## config.mk

```make
export PLATFORM = sky130hd
export DESIGN_NAME = motor_pos_ctrl
export DESIGN_NICKNAME = d
export VERILOG_FILES = /design/src/rtl/motor_pkg.sv /design/src/rtl/quad_decode.sv /design/src/rtl/motor_pos_ctrl.sv
export SDC_FILE = /design/constraint.sdc
export NUM_CORES = 1
export LEC_CHECK = 0
export CAP_MARGIN = 25
export CORE_MARGIN = 2
export CORE_UTILIZATION = 54
export CTS_BUF_LIST = sky130_fd_sc_hd__clkbuf_16
export DETAILED_ROUTE_END_ITERATION = 8
export MAX_ROUTING_LAYER = met4
export PLACE_DENSITY = 0.81
export SLEW_MARGIN = 20
export SYNTH_ARGS = -nofsm -noshare
export SYNTH_HDL_FRONTEND = slang
export SYNTH_SLANG_ARGS = --single-unit
```

## constraint.sdc

```tcl
create_clock -name clk -period 9.8 [get_ports clk]
set_input_delay 2.94 -clock clk [delete_from_list [all_inputs] [get_ports clk]]
set_output_delay 2.94 -clock clk [all_outputs]
set_load 0.03 [all_outputs]
```

## src/rtl/motor_pkg.sv

```systemverilog
// Shared types and default sizing for the DC motor position controller.
// Pure declarations: no latency, no flow control of its own.
package motor_pkg;

    typedef enum logic [1:0] {
        ST_IDLE   = 2'd0,
        ST_RUN    = 2'd1,
        ST_SETTLE = 2'd2,
        ST_FAULT  = 2'd3
    } state_t;

    localparam int DEF_CNT_W      = 16;
    localparam int DEF_PWM_W      = 8;
    localparam int DEF_SLOW_ZONE  = 16;
    localparam int DEF_SETTLE_CYC = 1000;
    localparam int DEF_STALL_CYC  = 1000000;

    // Width of a counter that runs 0 .. max_val-1.
    function automatic int cnt_bits(input int max_val);
        return (max_val > 1) ? $clog2(max_val) : 1;
    endfunction

endpackage

```

## src/rtl/quad_decode.sv

```systemverilog
// Quadrature decoder: 3-flop synchroniser per channel feeding a signed up/down counter.
// Count lands on the 3rd clk after an input change; no backpressure, one step per clk max.
module quad_decode
    import motor_pkg::*;
#(
    parameter int CNT_W = DEF_CNT_W
) (
    input  logic             clk,
    input  logic             reset,
    input  logic             quadA,
    input  logic             quadB,
    output logic [CNT_W-1:0] position,
    output logic             en
);

    localparam logic [CNT_W-1:0] ONE = CNT_W'(1);

    logic [2:0]       r_a_sync;
    logic [2:0]       r_b_sync;
    logic [CNT_W-1:0] r_pos;
    logic             w_up;

    // Stage 0 is the metastability catcher; stages 1 and 2 form the edge detector.
    assign en   = r_a_sync[1] ^ r_a_sync[2] ^ r_b_sync[1] ^ r_b_sync[2];
    assign w_up = r_a_sync[1] ^ r_b_sync[2];

    always_ff @(posedge clk or posedge reset) begin
        if (reset) begin
            r_a_sync <= '0;
            r_b_sync <= '0;
            r_pos    <= '0;
        end else begin
            r_a_sync <= {r_a_sync[1:0], quadA};
            r_b_sync <= {r_b_sync[1:0], quadB};
            if (en) begin
                r_pos <= w_up ? (r_pos + ONE) : (r_pos - ONE);
            end
        end
    end

    assign position = r_pos;

endmodule

```

## src/rtl/motor_pos_ctrl.sv

```systemverilog
// Closed-loop move-to-target controller driving PWM/dir/brake, two speed zones, settle and stall.
// Bridge outputs lag state by one clk; cmd_ready is high only in IDLE, so commands stall while moving.
module motor_pos_ctrl
    import motor_pkg::*;
#(
    parameter int CNT_W      = DEF_CNT_W,
    parameter int PWM_W      = DEF_PWM_W,
    parameter int SLOW_ZONE  = DEF_SLOW_ZONE,
    parameter int SETTLE_CYC = DEF_SETTLE_CYC,
    parameter int STALL_CYC  = DEF_STALL_CYC
) (
    input  logic             clk,
    input  logic             reset,
    input  logic             quadA,
    input  logic             quadB,
    input  logic             cmd_valid,
    output logic             cmd_ready,
    input  logic [CNT_W-1:0] cmd_target,
    input  logic [PWM_W-1:0] duty_fast,
    input  logic [PWM_W-1:0] duty_slow,
    input  logic             abort,
    output logic             pwm,
    output logic             dir,
    output logic             brake,
    output logic [CNT_W-1:0] position,
    output logic             busy,
    output logic             done,
    output logic             stall
);

    localparam int                 SET_W     = cnt_bits(SETTLE_CYC);
    localparam int                 STL_W     = cnt_bits(STALL_CYC);
    localparam logic [SET_W-1:0]   SET_LAST  = SET_W'(SETTLE_CYC - 1);
    localparam logic [STL_W-1:0]   STL_LAST  = STL_W'(STALL_CYC - 1);
    localparam logic [CNT_W:0]     SLOW_LIM  = (CNT_W + 1)'(SLOW_ZONE);
    localparam logic [CNT_W:0]     ONE_EXT   = (CNT_W + 1)'(1);

    state_t           r_state;
    state_t           w_state_nxt;

    logic [CNT_W-1:0] w_pos;
    logic             w_en;
    logic [CNT_W-1:0] r_target;
    logic [PWM_W-1:0] r_pwm_cnt;
    logic [SET_W-1:0] r_settle_cnt;
    logic [STL_W-1:0] r_stall_cnt;
    logic             r_pwm;
    logic             r_dir;
    logic             r_brake;
    logic             r_done;
    logic             r_stall;

    logic [CNT_W-1:0] w_err;
    logic [CNT_W:0]   w_err_ext;
    logic [CNT_W:0]   w_err_abs;
    logic             w_err_zero;
    logic             w_err_pos;
    logic [PWM_W-1:0] w_duty;
    logic             w_accept;
    logic             w_cmd_zero;
    logic             w_settle_exp;
    logic             w_stall_exp;
    logic             w_drive;
    logic             w_pwm_nxt;
    logic             w_dir_nxt;
    logic             w_brake_nxt;
    logic             w_done_nxt;
    logic             w_stall_nxt;

    quad_decode #(
        .CNT_W (CNT_W)
    ) u_quad_decode (
        .clk      (clk),
        .reset    (reset),
        .quadA    (quadA),
        .quadB    (quadB),
        .position (w_pos),
        .en       (w_en)
    );

    // Modular difference read as signed gives the shortest path across the wrap;
    // the extra magnitude bit keeps the most negative error representable.
    assign w_err      = r_target - w_pos;
    assign w_err_zero = (w_err == '0);
    assign w_err_pos  = !w_err[CNT_W-1] && !w_err_zero;
    assign w_err_ext  = {w_err[CNT_W-1], w_err};
    assign w_err_abs  = w_err[CNT_W-1] ? (~w_err_ext + ONE_EXT) : w_err_ext;
    assign w_duty     = (w_err_abs > SLOW_LIM) ? duty_fast : duty_slow;

    assign w_accept     = cmd_valid && cmd_ready && !abort;
    assign w_cmd_zero   = (cmd_target == w_pos);
    assign w_settle_exp = (r_settle_cnt == SET_LAST);
    assign w_stall_exp  = (r_stall_cnt == STL_LAST) && !w_en;

    always_ff @(posedge clk or posedge reset) begin
        if (reset) begin
            r_state <= ST_IDLE;
        end else begin
            r_state <= w_state_nxt;
        end
    end

    always_comb begin
        w_state_nxt = r_state;
        case (r_state)
            ST_IDLE: begin
                if (w_accept) begin
                    w_state_nxt = w_cmd_zero ? ST_SETTLE : ST_RUN;
                end
            end
            ST_RUN: begin
                if (abort) begin
                    w_state_nxt = ST_IDLE;
                end else if (w_err_zero) begin
                    w_state_nxt = ST_SETTLE;
                end else if (w_stall_exp) begin
                    w_state_nxt = ST_FAULT;
                end
            end
            ST_SETTLE: begin
                if (abort) begin
                    w_state_nxt = ST_IDLE;
                end else if (w_settle_exp) begin
                    w_state_nxt = w_err_zero ? ST_IDLE : ST_RUN;
                end
            end
            ST_FAULT: begin
                if (abort) begin
                    w_state_nxt = ST_IDLE;
                end
            end
            default: w_state_nxt = ST_IDLE;
        endcase
    end

    // Abort is folded into the drive term so the bridge is released on the same edge the FSM leaves RUN.
    always_comb begin
        cmd_ready   = (r_state == ST_IDLE);
        busy        = (r_state == ST_RUN) || (r_state == ST_SETTLE);
        w_drive     = (r_state == ST_RUN) && !abort;
        w_pwm_nxt   = w_drive && (r_pwm_cnt < w_duty);
        w_brake_nxt = !w_drive;
        w_dir_nxt   = w_drive ? w_err_pos : r_dir;
        w_done_nxt  = (r_state == ST_SETTLE) && !abort && w_settle_exp && w_err_zero;
        w_stall_nxt = r_stall;
        if (w_accept) begin
            w_stall_nxt = 1'b0;
        end else if ((r_state == ST_RUN) && !abort && !w_err_zero && w_stall_exp) begin
            w_stall_nxt = 1'b1;
        end
    end

    always_ff @(posedge clk or posedge reset) begin
        if (reset) begin
            r_pwm_cnt    <= '0;
            r_pwm        <= 1'b0;
            r_dir        <= 1'b0;
            r_brake      <= 1'b1;
            r_done       <= 1'b0;
            r_stall      <= 1'b0;
            r_target     <= '0;
            r_settle_cnt <= '0;
            r_stall_cnt  <= '0;
        end else begin
            r_pwm_cnt <= r_pwm_cnt + PWM_W'(1);
            r_pwm     <= w_pwm_nxt;
            r_dir     <= w_dir_nxt;
            r_brake   <= w_brake_nxt;
            r_done    <= w_done_nxt;
            r_stall   <= w_stall_nxt;
            if (w_accept) begin
                r_target <= cmd_target;
            end
            // Settle dwell is not restarted by encoder edges; only leaving SETTLE clears it.
            r_settle_cnt <= ((r_state == ST_SETTLE) && !w_settle_exp) ? (r_settle_cnt + SET_W'(1)) : '0;
            r_stall_cnt  <= ((r_state == ST_RUN) && !w_en) ? (r_stall_cnt + STL_W'(1)) : '0;
        end
    end

    assign pwm      = r_pwm;
    assign dir      = r_dir;
    assign brake    = r_brake;
    assign done     = r_done;
    assign stall    = r_stall;
    assign position = w_pos;

endmodule
```

## After elaboration in Yosys (flattened, before gate mapping)

Index checks and enable logic that the tools add are counted.

- Register bits after elaboration: 83
- Bits of input ports: 38
- Output and inout bits: 23
- Word-level logic and storage cells: 78

- $add $sub $neg: 7
- $lt $le $gt $ge: 2
- Eq/ne operators: 10
- Mux-type cells: 17
- Bitwise operators: 5
- Reductions and logical operators: 24

Operators with widths:

| kind | count |
|---|---|
| 20-bit by 1-bit adder with 20-bit output (second input constant) | 1 |
| 20-bit == test (second input constant) | 1 |
| 20-bit two-way mux | 1 |
| 17-bit by 1-bit adder with 17-bit output (second input constant) | 1 |
| 17-bit by 5-bit > comparator with 1-bit output (second input constant) | 1 |
| 17-bit two-way mux | 1 |
| 17-bit inverter | 1 |
| 16-bit by 1-bit adder with 16-bit output (second input constant) | 1 |
| 16-bit == test | 1 |
| 16-bit logical NOT | 1 |
| 16-bit two-way mux | 1 |
| 2-bit two-way mux | 8 |
| 16-bit by 1-bit subtractor with 16-bit output (second input constant) | 1 |
| 16-bit subtractor | 1 |
| 1-bit logical AND | 13 |
| 10-bit by 1-bit adder with 10-bit output (second input constant) | 1 |
| 10-bit == test (second input constant) | 1 |
| 10-bit two-way mux | 1 |
| 8-bit by 1-bit adder with 8-bit output (second input constant) | 1 |
| 8-bit less-than comparator | 1 |
| 8-bit two-way mux | 1 |
| 2-bit case mux with 4 select lines | 1 |
| 1-bit logical NOT | 6 |
| 2-bit == test (second input constant) | 2 |
| other kinds (11) | 16 |

## Longest topological paths before layout

- Word-level depth: 9
- Depth in mapped cells: 24
- Gate-level depth less buffers: 22

## Cells and area by module

A second synthesis with hierarchy kept.

- Cells, all modules: 609
- Area total of the unflattened synthesis: 5696.7 µm²

By module, submodules not included:

| module | instances | cells each | area each (µm²) | seq. area each (µm²) |
|---|---|---|---|---|
| motor_pos_ctrl | 1 | 469 | 4400.5 | 1527.7 |
| quad_decode | 1 | 140 | 1296.2 | 550.5 |

## Worst setup path after synthesis

Ideal clock, no wire load.

- Path kind: register to register
- Start: register u_quad_decode.r_pos[0] (netlist: u_quad_decode.position[0])
- End: register r_pwm (netlist: pwm)
- Library setup time: 0.131 ns
- Data arrival time: 4.857 ns
- Required time: 9.669 ns
- Setup slack: 4.811 ns
- Cell stages (with the launch flop): 21
- Buffers on the path: 1
- Period minus slack after synthesis: 4.989 ns
- Cells stage by stage: dfrtp_1 -> ha_1 -> fa_1 -> and2b_4 -> o21ai_2 -> or3_1 -> a311o_1 -> nor4b_4 -> and2_1 -> a21oi_1 -> o32a_1 -> nor3_2 -> and2_1 -> buf_6 -> mux2i_1 -> ha_1 -> and4_1 -> o211ai_1 -> and2_1 -> and4_1 -> or3_1

- Cells in the longest elaborated chain, start to end: 8

RTL lines:

| item | RTL line | RTL |
|---|---|---|
| start: declaration | quad_decode.sv:20 | `logic [CNT_W-1:0] r_pos;` |
| start signal: assignment | quad_decode.sv:36 | `r_pos <= w_up ? (r_pos + ONE) : (r_pos - ONE);` |
| 16-bit subtractor * | motor_pos_ctrl.sv:83 | `assign w_err = r_target - w_pos;` |
| 17-bit inverter | motor_pos_ctrl.sv:87 | `assign w_err_abs = w_err[CNT_W-1] ? (~w_err_ext + ONE_EXT) : w_err_ext;` |
| 17-bit by 1-bit adder with 17-bit output | motor_pos_ctrl.sv:87 |  |
| 17-bit two-way mux * | motor_pos_ctrl.sv:87 |  |
| 17-bit by 5-bit > comparator with 1-bit output * | motor_pos_ctrl.sv:88 | `assign w_duty = (w_err_abs > SLOW_LIM) ? duty_fast : duty_slow;` |
| 8-bit two-way mux * | motor_pos_ctrl.sv:88 |  |
| 8-bit less-than comparator * | motor_pos_ctrl.sv:141 | `w_pwm_nxt = w_drive && (r_pwm_cnt < w_duty);` |
| 1-bit logical AND * | motor_pos_ctrl.sv:141 |  |
| named net w_pwm_nxt | motor_pos_ctrl.sv:64 | `logic w_pwm_nxt;` |
| end signal: assignment | motor_pos_ctrl.sv:166 | `r_pwm <= w_pwm_nxt;` |
| end: declaration | motor_pos_ctrl.sv:47 | `logic r_pwm;` |

Mark *: on every way through the listed nets, which the timed path passes. The rest lies on a longest branch.
A chain may end at the register's enable or synchronous reset.

## Worst setup path in the final report

Ends and elaborated chain as after synthesis.

==> flow_metrics.tcl <==
set metrics [dict create \
    post_cts_buffers 0 \
    yosysMostFrequentCell "nand2_1" \
    period_needed_ns 5.48 \
    final_hold_viol_count 0 \
    tightest_slew_ns 0.766 \
    crit_start "u_quad_decode.position[0]$_DFFE_PP0P_" \
    post_drt_via_cell_ratio 5.80 \
    yosysSeqAreaShare 0.348 \
    max_freq_mhz 182 \
    n_fill_cell 858 \
    grt_pass1_vias 5002 \
    crit_chain "ha_1, fa_1, and2b_4, o21ai_2, or3_1, a311o_1, nor4b_4, o311ai_1, a221oi_1, a41oi_1, nor3_2, and2_1, mux2i_1, ha_1, and4_1, o211ai_1, and2_1, and4_1, or3_1" \
    synth_edf_count 0 \
    final_cell_count_no_fill 890 \
    status "completed" \
    clk_pin_slew_ns 0.06 \
    maxSlewHeadroom 0.489 \
    synthCells 686 \
    grt_max_degree 84 \
    yosys-top-cells-count "nand2_1, dfrtp_1, nor2_1, ha_1, xnor2_1" \
    fin_nets 829 \
    initial_core_util 0.553 \
    drive_gt1_frac 0.0480 \
    syn-num-nets 770 \
    power_leakage_nw 3.08 \
    synth_area_leaders "dfrtp_1, ha_1, xnor2_1" \
    ys_seq_elements 83 \
    place.gp.congestion 0.937 \
    syn_avg_cell_area_um2 8.70 \
    drv_cap 0 \
    synth_area_mm2 0.00597 \
    grt_pass1_wl_um 23200 \
    synth_flop_cell "dfrtp_1" \
    cp_slowest_cell "fa_1" \
    timing.rr.start "u_quad_decode.position[0]$_DFFE_PP0P_" \
    antenna_found_initial 0 \
    row_count 38 \
    slew_viol_final 0 \
    remaining_drc_errors 0 \
    wl_per_cell_um 15.7 \
    die_w_um 109 \
    area_growth_pct 17.7 \
    drtAntennaViolNets 0 \
    wirelength_um 14000 \
    cts_buffers 9 \
    setup_violations 0 \
    hold_class "register to register" \
    fin_crit_sh 0.560 \
    yosys_warnings 0 \
    core-area_mm2 0.0108 \
    rsz0062_at_grt "false" \
    dieArea_mm2 0.0119 \
    worst_setup_path_end_kind "register" \
    io_buffers 60 \
    synth.top_cell.area_share 0.344 \
    start_kind "register" \
    clk_path_buf_depth 2 \
    tns_ns 0 \
    worst-setup-path-type "register to register" \
    arrival_ns 5.71 \
    cts_hold_buf 0 \
    diodes 0 \
    htreeDepth 3 \
    cts-root-buf "clkbuf_16" \
    async_flop_share 1.00 \
    dp_cells 874 \
    drt_first_pass_iters 4 \
    worstSkewPairLatency_ns 0.35 \
    power.density_mw_per_mm2 366 \
    slowest_delay_ns 0.45 \
    cts_tree "yes" \
    place_hpwl_um 10500 \
    cts_resized 0 \
    die_h_um 109 \
    reg2reg_slack_ns 4.32 \
    required_ns 10.02 \
    synth_top_cell_by_area "dfrtp_1" \
    yosysUniqueCellTypes 71 \
    boundaryPins 61 \
    overflow 0 \
    cp_max_fo 7 \
    num_vias 5158 \
    min_from "u_quad_decode.r_a_sync[0]$_DFF_PP0_" \
    fin_skew_ns 0.00862 \
    drt-initial-drc-count 320 \
    track_usage 0.255 \
    vdd_drop_max_mv 0.235 \
    numClockSinks 83 \
]
-- flip-flops by register name, indices dropped and copies added (netlist names), 2 cells and up --
register and count:
r_pwm_cnt 8, r_target 16, r_stall_cnt 20, u_quad_decode.r_a_sync 3, u_quad_decode.position 16, r_settle_cnt 10, u_quad_decode.r_b_sync 3, r_state 2
-- path summary, 6_finish.rpt --
check | cells after the start | end
min in group asynchronous | 3 | r_settle_cnt[5]$_DFF_PP0_
setup reg to reg | 19 | pwm$_DFF_PP0_
setup / recovery | 19 | pwm$_DFF_PP0_
hold / removal | 0 | u_quad_decode.r_a_sync[1]$_DFF_PP0_
hold reg to reg | 0 | u_quad_decode.r_a_sync[1]$_DFF_PP0_
max in group asynchronous | 3 | r_target[2]$_DFFE_PP0P_
-- cell usage in the layout, fill, tap and decap left out, types with 9 or more instances in the layout --
cell type and count:
nand2_1 91, dfrtp_1 82, nor2_1 65, clkdlybuf4s50_1 60, ha_1 44, xnor2_1 43, inv_1 41, a21oi_1 41
o21ai_0 26, nand3_1 25, xor2_1 24, nor3_1 19, and3_1 12, mux2i_1 10, o21a_1 9, o31ai_1 9
nand3b_1 9, clkbuf_16 9
-- per-stage QoR --
stage | total power [mW] | utilization | hold WS [ns] | cell area, µm² | setup slack, ns
after global placement | 2.10 | 0.620 | 0.337 | 6690 | 4.59
after detailed placement | 2.17 | 0.620 | 0.335 | 6690 | 4.35
final | 2.57 | 0.651 | 0.347 | 7030 | 4.32
after global routing | 2.79 | 0.651 | 0.370 | 7030 | 4.06
after CTS | 2.56 | 0.651 | 0.348 | 7020 | 4.35
after floorplan | 1.78 | - | 0.331 | 5970 | 4.72
-- cell type report --
cell class / count / area, µm² / area share
multi-input combinational: 548 / 3660 / 0.521
sequential: 83 / 2080 / 0.296
tap: 140 / 175 / 0.0249
timing repair buffer: 63 / 627 / 0.0892
clock inverter: 7 / 110 / 0.0157
inverter: 40 / 151 / 0.0215
clock buffer: 9 / 225 / 0.0321
-- report_power, final --
group | leakage, nW | switching, mW | internal, mW
logic | 1.85 | 0.993 | 0.680
registers | 1.06 | 0.0922 | 0.424
clock network | 0.173 | 0.137 | 0.247
-- critical path, delay by kind of cell, from the launching register on --
family / cells / cell delay [ns]
flops: 1 / 0.44
fa+ha+maj: 3 / 1.03
mux: 1 / 0.16
compound gates: 6 / 1.16
simple gates: 9 / 2.57
-- logic make-up (layout without fill, tap and decap cells) --
kind of cell | after synthesis | count (layout) | share of synthesized area
and+or+nand+nor | 278 | 278 | 0.229
AOI/OAI and AO/OA | 146 | 146 | 0.168
DFF | 83 | 83 | 0.348
xor gates and xnor gates | 67 | 67 | 0.0983
buffers and inverters | 55 | 119 | 0.0386
adders and majority gates | 46 | 46 | 0.0990
muxes | 11 | 11 | 0.0187
-- metal layers --
metal | track usage | vias to the layer above | share of wire
met1 | 0.328 | 2456 | 0.45
met2 | 0.416 | 132 | 0.49
met4 | 0.0907 | 0 | 0.019
met5 | - | - | 0
li1 | - | 2551 | -
met3 | 0.0329 | 19 | 0.046
(Power assumes the default switching activity.)
